===== src/rtl/ntm_vector_adder_sequencer.sv =====
// Element-serial vector adder: requests a/b operand pairs, emits c[i] = a[i] + b[i] with index.
// Define NTM_VECTOR_ADDER_SATURATE_EN to clamp carried results to all ones instead of wrapping.
module ntm_vector_adder_sequencer #(
  parameter int unsigned DATA_SIZE  = 8,
  parameter int unsigned INDEX_SIZE = 8
) (
  input  logic                  clk,
  input  logic                  rst,
  input  logic                  start,
  output logic                  ready,
  input  logic [INDEX_SIZE-1:0] size_in,
  output logic                  data_in_request,
  input  logic                  data_a_in_enable,
  input  logic [DATA_SIZE-1:0]  data_a_in,
  input  logic                  data_b_in_enable,
  input  logic [DATA_SIZE-1:0]  data_b_in,
  output logic                  data_out_enable,
  output logic [DATA_SIZE-1:0]  data_out,
  output logic [INDEX_SIZE-1:0] index_out,
  output logic                  overflow
);

  typedef enum logic [1:0] {StIdle, StInput, StAdd} state_e;

  state_e                state_q, state_d;
  logic                  ready_q, ready_d;
  logic                  req_q, req_d;
  logic                  out_en_q, out_en_d;
  logic [DATA_SIZE-1:0]  data_out_q, data_out_d;
  logic [INDEX_SIZE-1:0] index_out_q, index_out_d;
  logic                  overflow_q, overflow_d;
  logic [INDEX_SIZE-1:0] size_q, size_d;
  logic [INDEX_SIZE-1:0] idx_q, idx_d;
  logic [DATA_SIZE-1:0]  a_q, a_d, b_q, b_d;
  logic                  a_vld_q, a_vld_d, b_vld_q, b_vld_d;

  logic [DATA_SIZE-1:0]  a_op, b_op, result;
  logic [DATA_SIZE:0]    sum;

  // Operands as they stand after this cycle's capture, so the result can be
  // registered on the same edge that completes the pair.
  assign a_op = data_a_in_enable ? data_a_in : a_q;
  assign b_op = data_b_in_enable ? data_b_in : b_q;
  assign sum  = {1'b0, a_op} + {1'b0, b_op};

  always_comb begin
`ifdef NTM_VECTOR_ADDER_SATURATE_EN
    result = sum[DATA_SIZE] ? '1 : sum[DATA_SIZE-1:0];
`else
    result = sum[DATA_SIZE-1:0];
`endif
  end

  always_comb begin
    state_d     = state_q;
    ready_d     = ready_q;
    req_d       = 1'b0;
    out_en_d    = 1'b0;
    data_out_d  = data_out_q;
    index_out_d = index_out_q;
    overflow_d  = overflow_q;
    size_d      = size_q;
    idx_d       = idx_q;
    a_d         = a_q;
    b_d         = b_q;
    a_vld_d     = a_vld_q;
    b_vld_d     = b_vld_q;

    case (state_q)
      StIdle: begin
        ready_d = 1'b1;
        if (start) begin
          size_d     = size_in;
          idx_d      = '0;
          overflow_d = 1'b0;
          ready_d    = 1'b0;
          if (size_in != '0) begin
            state_d = StInput;
            req_d   = 1'b1;
          end
        end
      end

      StInput: begin
        a_d     = a_op;
        b_d     = b_op;
        a_vld_d = a_vld_q | data_a_in_enable;
        b_vld_d = b_vld_q | data_b_in_enable;
        if (a_vld_d && b_vld_d) begin
          state_d     = StAdd;
          data_out_d  = result;
          index_out_d = idx_q;
          out_en_d    = 1'b1;
          overflow_d  = overflow_q | sum[DATA_SIZE];
          a_vld_d     = 1'b0;
          b_vld_d     = 1'b0;
        end
      end

      StAdd: begin
        if (idx_q == size_q - INDEX_SIZE'(1)) begin
          state_d = StIdle;
          ready_d = 1'b1;
        end else begin
          idx_d   = idx_q + INDEX_SIZE'(1);
          state_d = StInput;
          req_d   = 1'b1;
        end
      end

      default: state_d = StIdle;
    endcase
  end

  always_ff @(posedge clk) begin
    if (!rst) begin
      state_q     <= StIdle;
      ready_q     <= 1'b1;
      req_q       <= 1'b0;
      out_en_q    <= 1'b0;
      data_out_q  <= '0;
      index_out_q <= '0;
      overflow_q  <= 1'b0;
      size_q      <= '0;
      idx_q       <= '0;
      a_q         <= '0;
      b_q         <= '0;
      a_vld_q     <= 1'b0;
      b_vld_q     <= 1'b0;
    end else begin
      state_q     <= state_d;
      ready_q     <= ready_d;
      req_q       <= req_d;
      out_en_q    <= out_en_d;
      data_out_q  <= data_out_d;
      index_out_q <= index_out_d;
      overflow_q  <= overflow_d;
      size_q      <= size_d;
      idx_q       <= idx_d;
      a_q         <= a_d;
      b_q         <= b_d;
      a_vld_q     <= a_vld_d;
      b_vld_q     <= b_vld_d;
    end
  end

  assign ready           = ready_q;
  assign data_in_request = req_q;
  assign data_out_enable = out_en_q;
  assign data_out        = data_out_q;
  assign index_out       = index_out_q;
  assign overflow        = overflow_q;

endmodule


===== config.mk =====
export PLATFORM = sky130hd
export DESIGN_NAME = ntm_vector_adder_sequencer
export DESIGN_NICKNAME = d
export VERILOG_FILES = /design/src/rtl/ntm_vector_adder_sequencer.sv
export SDC_FILE = /design/constraint.sdc
export NUM_CORES = 1
export LEC_CHECK = 0
export BUFFER_PORTS_ARGS = -buffer_cell sky130_fd_sc_hd__buf_4
export CORE_ASPECT_RATIO = 1.4
export CORE_UTILIZATION = 50
export CTS_CLUSTER_SIZE = 16
export DETAILED_ROUTE_END_ITERATION = 12
export PLACE_DENSITY_LB_ADDON = 0.2
export SLEW_MARGIN = 20
export SYNTH_ARGS = -nofsm -noshare
export SYNTH_HDL_FRONTEND = slang
export SYNTH_SLANG_ARGS = --single-unit

===== constraint.sdc =====
create_clock -name clk -period 6.29 [get_ports clk]
set_clock_uncertainty 0.15 [all_clocks]
set_input_delay 0.629 -clock clk [delete_from_list [all_inputs] [get_ports clk]]
set_output_delay 0.629 -clock clk [all_outputs]
set_load 0.1 [all_outputs]

### Yosys cells after proc, flatten, opt, wreduce, memory -nomap -nowiden

Index checks and enable logic that the tools add are counted.

* register bits: 56
* input port bits: 29

* bitwise gates (word level): 3
* muxes and demuxes: 23
* equal/unequal tests: 8
* add/sub/neg operators: 3
* reduce and logical (&&, ||, !) cells: 12

Operators by type and width (count)
* $mux W8: 4
* $pmux W8 S2: 1
* $mux W1: 11
* $ne A2 B2 Y1 const B: 5
* $add A8 B8 Y9: 1
* $reduce_and A3 Y1: 3
* $add A8 B1 Y8 const B: 1
* $eq A8 B8 Y1: 1
* $reduce_and A2 Y1: 4
* $reduce_bool A8 Y1: 1
* $sub A8 B1 Y8 const B: 1
* $mux W2: 3
* $pmux W1 S2: 3
* $pmux W2 S3: 1
* $reduce_bool A2 Y1: 2
* $or A1 B1 Y1: 3
* $eq A2 B1 Y1 const B: 1
* $eq A2 B2 Y1 const B: 1
* $logic_not A2 Y1: 1
* $logic_and A1 B1 Y1: 1

### Longest topological paths before layout

* word-level depth: 5
* depth in mapped cells: 11
* gate-level depth less buffers: 9

### Least setup slack after synthesis

No wires, ideal clock.

* path type: input to register
* start point: input data_a_in_enable
* end point: register overflow_q, in the netlist overflow
* stages: 11
* setup slack: 3003 ps
* arrival time: 3010 ps
* cell sequence: clkbuf_1 clkbuf_1 mux2_2 ha_1 fa_1 a21o_1 a21oi_1 o21bai_1 a21o_1 a21oi_1 o21ai_0

* cells in the longest elaborated chain, start to end: 5

RTL lines
* start, declared: line 13 `input logic data_a_in_enable,`
* $mux W8: line 42 `assign a_op = data_a_in_enable ? data_a_in : a_q;`
* named net a_op[0]: line 37 `logic [DATA_SIZE-1:0] a_op, b_op, result;`
* $add A8 B8 Y9: line 44 `assign sum = {1'b0, a_op} + {1'b0, b_op};`
* $or A1 B1 Y1: line 94 `overflow_d = overflow_q | sum[DATA_SIZE];`
* $mux W1: line 89 `if (a_vld_d && b_vld_d) begin`
* $pmux W1 S2: line 69 `case (state_q)`
* end signal, assigned: line 137 `overflow_q <= overflow_d;`
* end, declared: line 31 `logic overflow_q, overflow_d;`

The timed path passes the listed nets, and every way through them passes these cells. The select of a mux whose other input is x is not followed.
A chain may end at the register's enable or synchronous reset.

### Worst setup path in the final report

* start point: register size_q[0]
* end point: register idx_q[7]

* cells in the longest elaborated chain, start to end: 4

RTL lines
* start, declared: line 32 `logic [INDEX_SIZE-1:0] size_q, size_d;`
* start signal, assigned: line 138 `size_q <= size_d;`
* $sub A8 B1 Y8: line 101 `if (idx_q == size_q - INDEX_SIZE'(1)) begin`
* $eq A8 B8 Y1: line 101
* $ne A2 B2 Y1 (no source line)
* $reduce_and A3 Y1 (no source line)
* end signal, assigned: line 139 `idx_q <= idx_d;`
* end, declared: line 33 `logic [INDEX_SIZE-1:0] idx_q, idx_d;`

Every way passes these cells.

==> out/metrics.yaml <==
clock_tree:
  clock-root-buffer: "clkbuf_8"
  clkLatencyLatePin_ns: 0.30
  clk_pin_slew_worst_paths_ns: 0.10
  ctsResizeCount: 0
  post_cts_buffers: 0
  cts.path.max_buffers: 2
  hold_buffers: 0
  numClockSinks: 56
  htree_levels: 2
  cts_tree: "yes"
  numCtsBuffers: 5
power_and_ir_drop:
  p_leak_nw: 1.34
  vdd_ir_drop_max_uv: 137
  total_power_w: 0.000787
  p_per_area_nw_per_um2: 238
drt:
  drc: 0
  routed_wl_mm: 6.26
  avgRoutedWirePerCell_um: 13.8
  vias: 2450
  ant_nets: 0
  drt_iter0_markers: 92
  dr.pass1.iters: 6
  viasPerCell: 5.42
yosys:
  synth_fp_nets: 386
  ys.flop_type: "dfxtp_1"
  synth_top_area_share_pct: 39.8
  yosysWarnings: 0
  yosys.area.top_type: "dfxtp_1"
  async_flop_share_pct: 0
  synth.area.top_cells: "dfxtp_1, nand2_1, a21oi_1, mux2_2, ha_1"
  synth_cell_types: 44
  synth_area_per_cell_um2: 8.13
  synth_seq_cells: 56
  synth.yosys.seq_area_share_pct: 39.8
  synth_edf_count: 0
  synthCells: 346
  netlist_area_um2: 2810
min_path:
  worstHoldPathType: "register to register"
  hp-start: "data_out[3]"
  min_to: "data_out[3]"
  hold_depth: 2
sta:
  drv_slew: 0
  max_freq_mhz: 350
  fin_crit_ns: 2.86
  hold-worst-slack_ns: 0.307
  relSlewSlack_pct: 34.2
  post-route-period-util_pct: 45.4
  hold_viol_final: 0
  rsz0062_at_grt: "no"
  fin_tns_setup_ns: 0
  setup_viol: 0
  tightest_slew_ns: 0.985
worst_setup_path:
  path_cells: "or3_1, o31a_1, a2bb2oi_1, a2111oi_2, or4_1, mux2i_1"
  crit_required_ns: 6.38
  slowest_delay_ns: 0.93
  r2r-end: "idx_q[7]"
  cp_top_family: "compound AO/OA/AOI/OAI gates"
  path_max_fanout: 11
  slowest_stage: "a2111oi_2"
  critPathCaptureType: "register"
  critical_path_arrival_ns: 2.95
  r2r-start: "size_q[0]"
  path_class: "register to register"
  cp-start-kind: "register"
  r2r_slack_ns: 3.43
  crit_buf_inv: 0
  reg2reg_depth: 6
placement:
  place_congestion: 0.973
  portBuffers: 48
  hpwl_mm: 4.63
final_layout:
  layout_common_cells: "nand2_1, dfxtp_1, buf_4"
  areaGrowthSynthToFinish_pct: 17.3
  mostFrequentLayoutCell: "nand2_1"
  drive_gt1_share_pct: 20.3
  diodes: 0
  fill_cells: 525
  layout.nets: 423
floorplanning:
  die_w_um: 65.4
  core.rowCount: 32
  io_pins: 49
  die_height_um: 90.8
  die_area_um2: 5940
  core-area_um2: 5490
  start_util_pct: 51.3
grt:
  grt_first_pass_wirelength_mm: 10.7
  antenna_found_initial: 0
  first_global_vias: 2352
  overflow: 0
  grt_max_degree: 46
  grt_usage_pct: 23.2
run:
  maxCapViolations: 0
status:
  status: "completed"
[kinds of logic after synthesis]
group / share of synthesized area (%)
AO/OA/AOI/OAI: 18.1
XOR/XNOR: 3.73
adder cells (fa/ha/maj): 5.16
buffers and inverters: 4.45
flip-flops: 39.8
multiplexers: 6.76
AND/OR/NAND/NOR: 22.0
[synth_stat cells (2+ instances only)]
library cell and count:
nand2_1 59, dfxtp_1 56, a21oi_1 41, nor2_1 28, clkbuf_1 18, mux2_2 16
nand3_1 16, nor3_1 14, ha_1 10, inv_1 10, o21ai_0 10, xnor2_1 7
o31ai_1 5, xor2_1 5, or3_1 4, or4_1 4, a211oi_1 3, a21o_1 3
nor2b_1 3, o211ai_1 3, and3_1 2, nand2b_1 2, nand3b_1 2, nor4_1 2
o21bai_1 2, o311a_1 2, o31a_1 2
[tightest hold or removal path: cells and delay by family, from the launching register on]
| family | cells | cell delay, ns |
|---|---|---|
| AOI/OAI and AO/OA | 1 | 0.05 |
| DFF | 1 | 0.32 |
| and+or+nand+nor | 1 | 0.05 |
[metrics by stage]
stage               cell area (um^2)  cells  util (%)  setup WS (ns)
floorplan                       2810    346         -           3.00
global placement                3190    444      58.2           3.28
detailed placement              3190    444      58.2           3.20
CTS                             3300    452      60.2           3.47
global route                    3300    452      60.2           3.27
finish                          3300    452      60.2           3.43
[state kept, by name, summed over array words and instances, names as in the netlist]
register         flops
a_vld_q              1
ready                1
index_out            8
state_q              2
data_in_request      1
a_q                  8
overflow             1
data_out             8
size_q               8
idx_q                8
data_out_enable      1
b_q                  8
b_vld_q              1
[layer usage]
metal	vias up	GRT usage (%)	part of all wire [%]
li1	1281	-	-
met1	1133	26.3	41
met2	28	43.0	56
met3	8	3.41	1.5
met4	0	6.70	1.6
met5	-	0	0
[how the worst max path moves through the flow]
stage	start	endpoint	slack [ns]	cells past startpoint
detailed placement	data_a_in_enable	data_out[7]	3.20	9
CTS	size_q[0]	idx_q[7]	3.47	6
global route	size_q[0]	idx_q[7]	3.27	8
finish	size_q[0]	idx_q[7]	3.43	6
global placement	data_a_in_enable	data_out[7]	3.28	9
floorplan	data_a_in_enable	overflow	3.00	11
[final cells by class]
| cell class | count | area (um^2) | share of cell area [%] |
|---|---|---|---|
| Multi-Input combinational cell | 259 | 1570 | 47.5 |
| Inverter | 11 | 41.3 | 1.25 |
| Clock inverter | 3 | 42.5 | 1.29 |
| Tap cell | 68 | 85.1 | 2.58 |
| Timing Repair Buffer | 50 | 375 | 11.4 |
| Sequential cell | 56 | 1120 | 34.0 |
| Clock buffer | 5 | 68.8 | 2.08 |
[power breakdown]
part / switching, W / internal (W) / total [W]
registers: 0.0000112 / 0.000371 / 0.000382
clock network: 0.000115 / 0.000118 / 0.000233
logic: 0.000107 / 0.0000650 / 0.000172
No activity file was read; power rests on OpenSTA's default activity.
